**config.mk**
```make
export PLATFORM = sky130hd
export DESIGN_NAME = seq_detector_param
export DESIGN_NICKNAME = d
export VERILOG_FILES = /design/src/rtl/seq_det_pkg.sv /design/src/rtl/sat_counter.sv /design/src/rtl/seq_detector_param.sv
export SDC_FILE = /design/constraint.sdc
export NUM_CORES = 1
export LEC_CHECK = 0
export ABC_AREA = 0
export ABC_CLOCK_PERIOD_IN_PS = 1600
export BUFFER_PORTS_ARGS = -buffer_cell sky130_fd_sc_hd__buf_2
export CAP_MARGIN = 20
export CELL_PAD_IN_SITES_DETAIL_PLACEMENT = 0
export CELL_PAD_IN_SITES_GLOBAL_PLACEMENT = 1
export CORE_MARGIN = 8
export CORE_UTILIZATION = 36
export DETAILED_ROUTE_END_ITERATION = 12
export PLACE_DENSITY = 0.74
export SLEW_MARGIN = 25
export SYNTH_ARGS = -nofsm -noshare
export SYNTH_HDL_FRONTEND = slang
export SYNTH_SLANG_ARGS = --single-unit
```
**constraint.sdc**
```tcl
create_clock -name clk -period 1.6 [get_ports clk]
set_input_delay 0.48 -clock clk [delete_from_list [all_inputs] [get_ports clk]]
set_output_delay 0.48 -clock clk [all_outputs]
set_load 0.03 [all_outputs]
```
**src/rtl/seq_det_pkg.sv**
```systemverilog
`default_nettype none
// ============================================================================
// Module      : seq_det_pkg
// Description : Shared types and default parameters for the serial sequence
//               detector family.
//               - seq_state_t : detector FSM state (FILLING / ARMED)
//               - DEF_*       : default length, pattern, overlap mode and
//                               counter width
// Revision    : 1.0 - initial release
// ============================================================================
package seq_det_pkg;

  typedef enum logic {
    FILLING = 1'b0,
    ARMED   = 1'b1
  } seq_state_t;

  localparam int                 DEF_LEN     = 4;
  localparam logic [DEF_LEN-1:0] DEF_PATTERN = 4'b1011;
  localparam bit                 DEF_OVERLAP = 1'b1;
  localparam int                 DEF_CNT_W   = 8;

endpackage : seq_det_pkg
`default_nettype wire

```
**src/rtl/sat_counter.sv**
```systemverilog
`default_nettype none
// ============================================================================
// Module      : sat_counter
// Description : Up-counter that holds at all-ones instead of wrapping.
// Ports       : clk     - clock, rising edge
//               rst     - synchronous active-high reset (count -> 0)
//               i_inc   - increment request
//               i_clr   - synchronous clear, wins over i_inc
//               o_count - current count
// Revision    : 1.0 - initial release
// ============================================================================
module sat_counter #(
  parameter int W = 8
) (
  input  logic         clk,
  input  logic         rst,
  input  logic         i_inc,
  input  logic         i_clr,
  output logic [W-1:0] o_count
);

  logic [W-1:0] r_count;

  always_ff @(posedge clk) begin
    if (rst) begin
      r_count <= '0;
    end else if (i_clr) begin
      r_count <= '0;
    end else if (i_inc && (r_count != {W{1'b1}})) begin
      r_count <= r_count + 1'b1;
    end
  end

  assign o_count = r_count;

endmodule : sat_counter
`default_nettype wire

```
**src/rtl/seq_detector_param.sv**
```systemverilog
`default_nettype none
// ============================================================================
// Module      : seq_detector_param
// Description : Parametrised serial sequence detector. Raises a one-cycle
//               registered pulse whenever the last LEN accepted bits equal
//               the current pattern. Pattern is reloadable at run time;
//               overlapping or non-overlapping matching is selected by
//               OVERLAP. Matches are counted by a saturating counter.
// Ports       : clk           - clock, rising edge
//               rst           - synchronous active-high reset
//               i_en          - accept i_bit this cycle
//               i_bit         - serial data bit
//               i_pat_load    - load i_pat_in as the new pattern
//               i_pat_in      - new pattern, MSB is the oldest bit
//               o_out         - registered match pulse
//               o_armed       - next accepted bit can complete a match
//               o_match_count - saturating match count since reset/load
// Revision    : 1.0 - initial release
// ============================================================================
module seq_detector_param
  import seq_det_pkg::*;
#(
  parameter int             LEN     = DEF_LEN,
  parameter logic [LEN-1:0] PATTERN = LEN'(DEF_PATTERN),
  parameter bit             OVERLAP = DEF_OVERLAP,
  parameter int             CNT_W   = DEF_CNT_W
) (
  input  logic             clk,
  input  logic             rst,
  input  logic             i_en,
  input  logic             i_bit,
  input  logic             i_pat_load,
  input  logic [LEN-1:0]   i_pat_in,
  output logic             o_out,
  output logic             o_armed,
  output logic [CNT_W-1:0] o_match_count
);

  localparam int                FILL_W    = $clog2(LEN + 1);
  localparam logic [FILL_W-1:0] FILL_FULL = FILL_W'(LEN);
  localparam logic [FILL_W-1:0] FILL_ARM  = FILL_W'(LEN - 1);

  // Only the newest LEN-1 bits are kept: the oldest bit of a window is
  // never needed again once the candidate has been formed.
  logic [LEN-2:0]    r_hist;
  logic [FILL_W-1:0] r_fill;
  logic [LEN-1:0]    r_pat;
  seq_state_t        r_state;
  logic              r_out;

  logic [LEN-1:0]    w_cand;
  logic              w_match;
  logic              w_hit;
  logic [FILL_W-1:0] w_fill_inc;

  always_comb begin
    w_cand     = {r_hist, i_bit};
    // The fill gate keeps stale history (after reset, load or a
    // non-overlapping match) from producing a match.
    w_match    = (w_cand == r_pat) && (r_fill >= FILL_ARM);
    w_hit      = i_en && !i_pat_load && w_match;
    w_fill_inc = (r_fill == FILL_FULL) ? FILL_FULL : r_fill + 1'b1;
  end

  always_ff @(posedge clk) begin
    if (rst) begin
      r_hist  <= '0;
      r_fill  <= '0;
      r_pat   <= PATTERN;
      r_state <= FILLING;
      r_out   <= 1'b0;
    end else if (i_pat_load) begin
      r_pat   <= i_pat_in;
      r_fill  <= '0;
      r_state <= FILLING;
      r_out   <= 1'b0;
    end else if (i_en) begin
      r_hist <= w_cand[LEN-2:0];
      if (w_match) begin
        r_out <= 1'b1;
        if (OVERLAP) begin
          r_fill  <= FILL_FULL;
          r_state <= ARMED;
        end else begin
          r_fill  <= '0;
          r_state <= FILLING;
        end
      end else begin
        r_out  <= 1'b0;
        r_fill <= w_fill_inc;
        if (w_fill_inc >= FILL_ARM) begin
          r_state <= ARMED;
        end
      end
    end else begin
      r_out <= 1'b0;
    end
  end

  sat_counter #(
    .W (CNT_W)
  ) u_match_cnt (
    .clk     (clk),
    .rst     (rst),
    .i_inc   (w_hit),
    .i_clr   (i_pat_load),
    .o_count (o_match_count)
  );

  assign o_out   = r_out;
  assign o_armed = (r_state == ARMED);

endmodule : seq_detector_param
`default_nettype wire

```
==> results.md <==
* DRC Markers at 0
* Sw frac at 24.0%
* Syn Area/Cell at 9.41 µm²
* Clock power share at 27.3%
* Max-cap violations at 0
* GR Overflow Total at 0
* First-pass GRT wire length at 3610 µm
* Initial antenna violation count at 0
* Post-Syn Instances at 107
* CP Buf/Inv Count at 2
* LEAKAGE at 0.553 nW
* Nets at 160
* # setup viols final at 4
* Post-route cell area at 1350 µm²
* Slew margin rel. at 77.9%
* RSZ-0062 raised after global routing: yes
* Sequential fraction of the synthesis area at 39.8%
* Cell Rows at 19
* I/O Pins at 19
* Final Hold Viols at 0
* Worst Setup Start Kind: register
* WP depth at 9
* Dpl ws at -0.140 ns
* Most frequent cells in the layout: buf_4 (19), buf_2 (18), dfxtp_1 (18)
* TritonCTS clock tree: built
* Combinational power share at 11.8%
* Actual slew at the worst max-slew pin at 0.327 ns
* Clock skew at 0.00615 ns
* Pwr/cell area at 630 nW/µm²
* Critical Path AT at 1.84 ns
* Slowest cell delay on critical path at 0.38 ns
* Warnings from Yosys at 0
* Post-synthesis cell type count at 33
* Largest net degree at the start of global routing at 11
* CP Cell Sequence: ha_4 > ha_4 > a211o_1 > nand3_4 > buf_4 > nor3_2 > buf_4 > nand3_2 > mux2i_1
* Hold WC Path Type: primary input to register
* Post-DRT Antenna Nets at 0
* Die height at 68.9 µm
* Failing checks: setup timing
* Core region area at 2710 µm²
* Worst Setup EP: u_match_cnt.o_count[5]
* Vias at 884
* Antenna cells at 0
* Worst reg-to-reg setup slack at -0.04 ns
* Die ar. at 4750 µm²
* Synthesis-to-finish area growth at 34.0%
* Critical-path cell with the highest stage delay: dfxtp_2
* DR iter-0 viols at 47
* Status: finished with violations
* Cell area after synthesis at 1010 µm²
* Avg Vias per Cell at 5.05
* Crit Path Class: register to register
* Post-DP Area at 1240 µm²
* Crit path time final at 1.64 ns
* Port Buffers at 18
* Top delay family on crit path: flip-flops
* Worst-skew pair later-pin latency at 0.30 ns
* Detailed Route WL at 2190 µm
* Worst Setup End Kind: register
* Clock slew at reported path FFs at 0.11 ns
* Period utilisation layout at 103%
* Internal power at 647 µW
* Die Wd at 68.9 µm
* Max Fclk at 608 MHz
* Max-slew violation count at 0
* RR Endpoint: u_match_cnt.o_count[5]
* Vias in the first global route at 826
* H-tree depth at 1
* Setup slack after layout at -0.0434 ns
* Critical path launch point: r_fill[1]
* Hold buffer count at CTS at 0
* Pre-Repair DR Iteration Count at 4
* Yosys top cell area share at 39.8%
* Post-DR wirelength/cell at 12.5 µm
* Mapped Nets at 121
* Origin of the critical flop-to-flop path: r_fill[1]
* Initial Util at 37.2%
* Worst-case clock buffer depth at 2
* Filler cells at 274
* Sequential fraction of design power at 60.9%
* Detailed Place HPWL at 1670 µm
* R2R cell count at 9
* Gpl congestion at 0.752
* CP max FO at 6
* Share of layout cells above drive strength 1 at 41.0%
* Gr usage total at 9.99%
* Cells taking the most area after synthesis: dfxtp_1 (40%), ha_1 (6.2%), mux2i_1 (6.0%)
* Psw at 204 µW
* VDD IR max at 541 µV
* CTS Sinks at 20
* Area leader, netlist: dfxtp_1
* Critical path data required time at 1.79 ns
* Clk root buf: clkbuf_4
* Commonest non-fill, non-tap cell in the layout: buf_4
* Flops & latches, synth at 20
* Num CTS Buffers at 3
cells in the mapped netlist:
cell and number:
nor3_4 1, a31o_2 1, nor3_1 4, clkbuf_1 1, nor2b_1 4, or3_1 1
a31oi_1 2, nand2_1 8, nand4_1 2, xnor2_2 2, o21a_1 1, nand3_1 3
or4b_1 1, nand3b_1 1, a211o_1 4, and4b_1 1, buf_2 1, buf_6 1
or2_2 1, nand3_4 1, nand3_2 1, a21oi_1 4, nor2_1 13, a221oi_1 1
o21ai_0 4, nor4b_1 1, dfxtp_1 20, mux2i_1 6, inv_1 4, and2b_4 1
ha_1 5, and3_1 1, xnor2_1 5
cell type report:
class / instances / area (µm²) / area share, %
Multi-Input combinational cell: 80 / 638 / 47.3
Sequential cell: 20 / 403 / 29.8
Timing Repair Buffer: 37 / 233 / 17.2
Tap cell: 31 / 38.8 / 2.87
Clock buffer: 3 / 22.5 / 1.67
Inverter: 4 / 15.0 / 1.11
how the worst min path moves through the flow:
| stage | start | to | cells after the start |
|---|---|---|---|
| floorplan | r_fill[0] | r_fill[0] | 2 |
| global placement | o_armed | o_armed | 1 |
| detailed placement | o_armed | o_armed | 1 |
| CTS | i_pat_in[1] | r_pat[1] | 2 |
| global route | i_pat_in[1] | r_pat[1] | 2 |
| finish | i_pat_in[3] | r_pat[3] | 2 |
registers in the layout, summed over array words and instances (netlist names):
| name | count |
|---|---|
| o_armed | 1 |
| o_out | 1 |
| r_fill | 3 |
| r_hist | 3 |
| r_pat | 4 |
| u_match_cnt.o_count | 8 |
power by group through the flow:
stage	Combinational [mW]	Sequential, mW	Clock [mW]
5_1_grt	0.110	0.519	0.267
4_1_cts	0.0987	0.518	0.247
3_3_place_gp	0.0936	0.528	0
3_5_place_dp	0.0963	0.528	0
2_1_floorplan	0.0608	0.528	0
6_report	0.100	0.518	0.233
metal layers:
| metal | global-route usage [%] | wire length [µm] |
|---|---|---|
| met5 | 0 | 0 |
| met4 | 3.01 | 13 |
| met3 | 4.52 | 174 |
| met2 | 17.0 | 1070 |
| met1 | 10.9 | 929 |
kinds of logic after synthesis:
logic type | share of synthesized area [%]
AND/OR/NAND/NOR | 25.8
flip-flops | 39.8
AO/OA/AOI/OAI | 11.2
XOR/XNOR | 7.58
buffers and inverters | 3.48
multiplexers | 5.96
adder cells (fa/ha/maj) | 6.21
what timing repair did:
| item | 4_1_cts | 5_1_grt |
|---|---|---|
| setup endpoints to repair | 10 | 12 |
| gates cloned | 0 | 0 |
| gates resized for setup | 8 | 9 |
| pin swaps | 4 | 4 |
| buffers inserted | 1 | 1 |
per-stage QoR:
stage | utilization, % | hold WS (ns) | instances | total power [mW] | setup TNS, ns
finish | 49.8 | 0.381 | 175 | 0.851 | -0.117
global placement | 45.9 | 0.450 | 170 | 0.622 | -0.704
detailed placement | 45.9 | 0.452 | 170 | 0.625 | -0.770
CTS | 48.3 | 0.372 | 174 | 0.864 | -0.0605
global route | 49.8 | 0.363 | 175 | 0.897 | -0.954
floorplan | - | 0.467 | 107 | 0.589 | -0.0757
No activity file was read; power rests on OpenSTA's default activity.
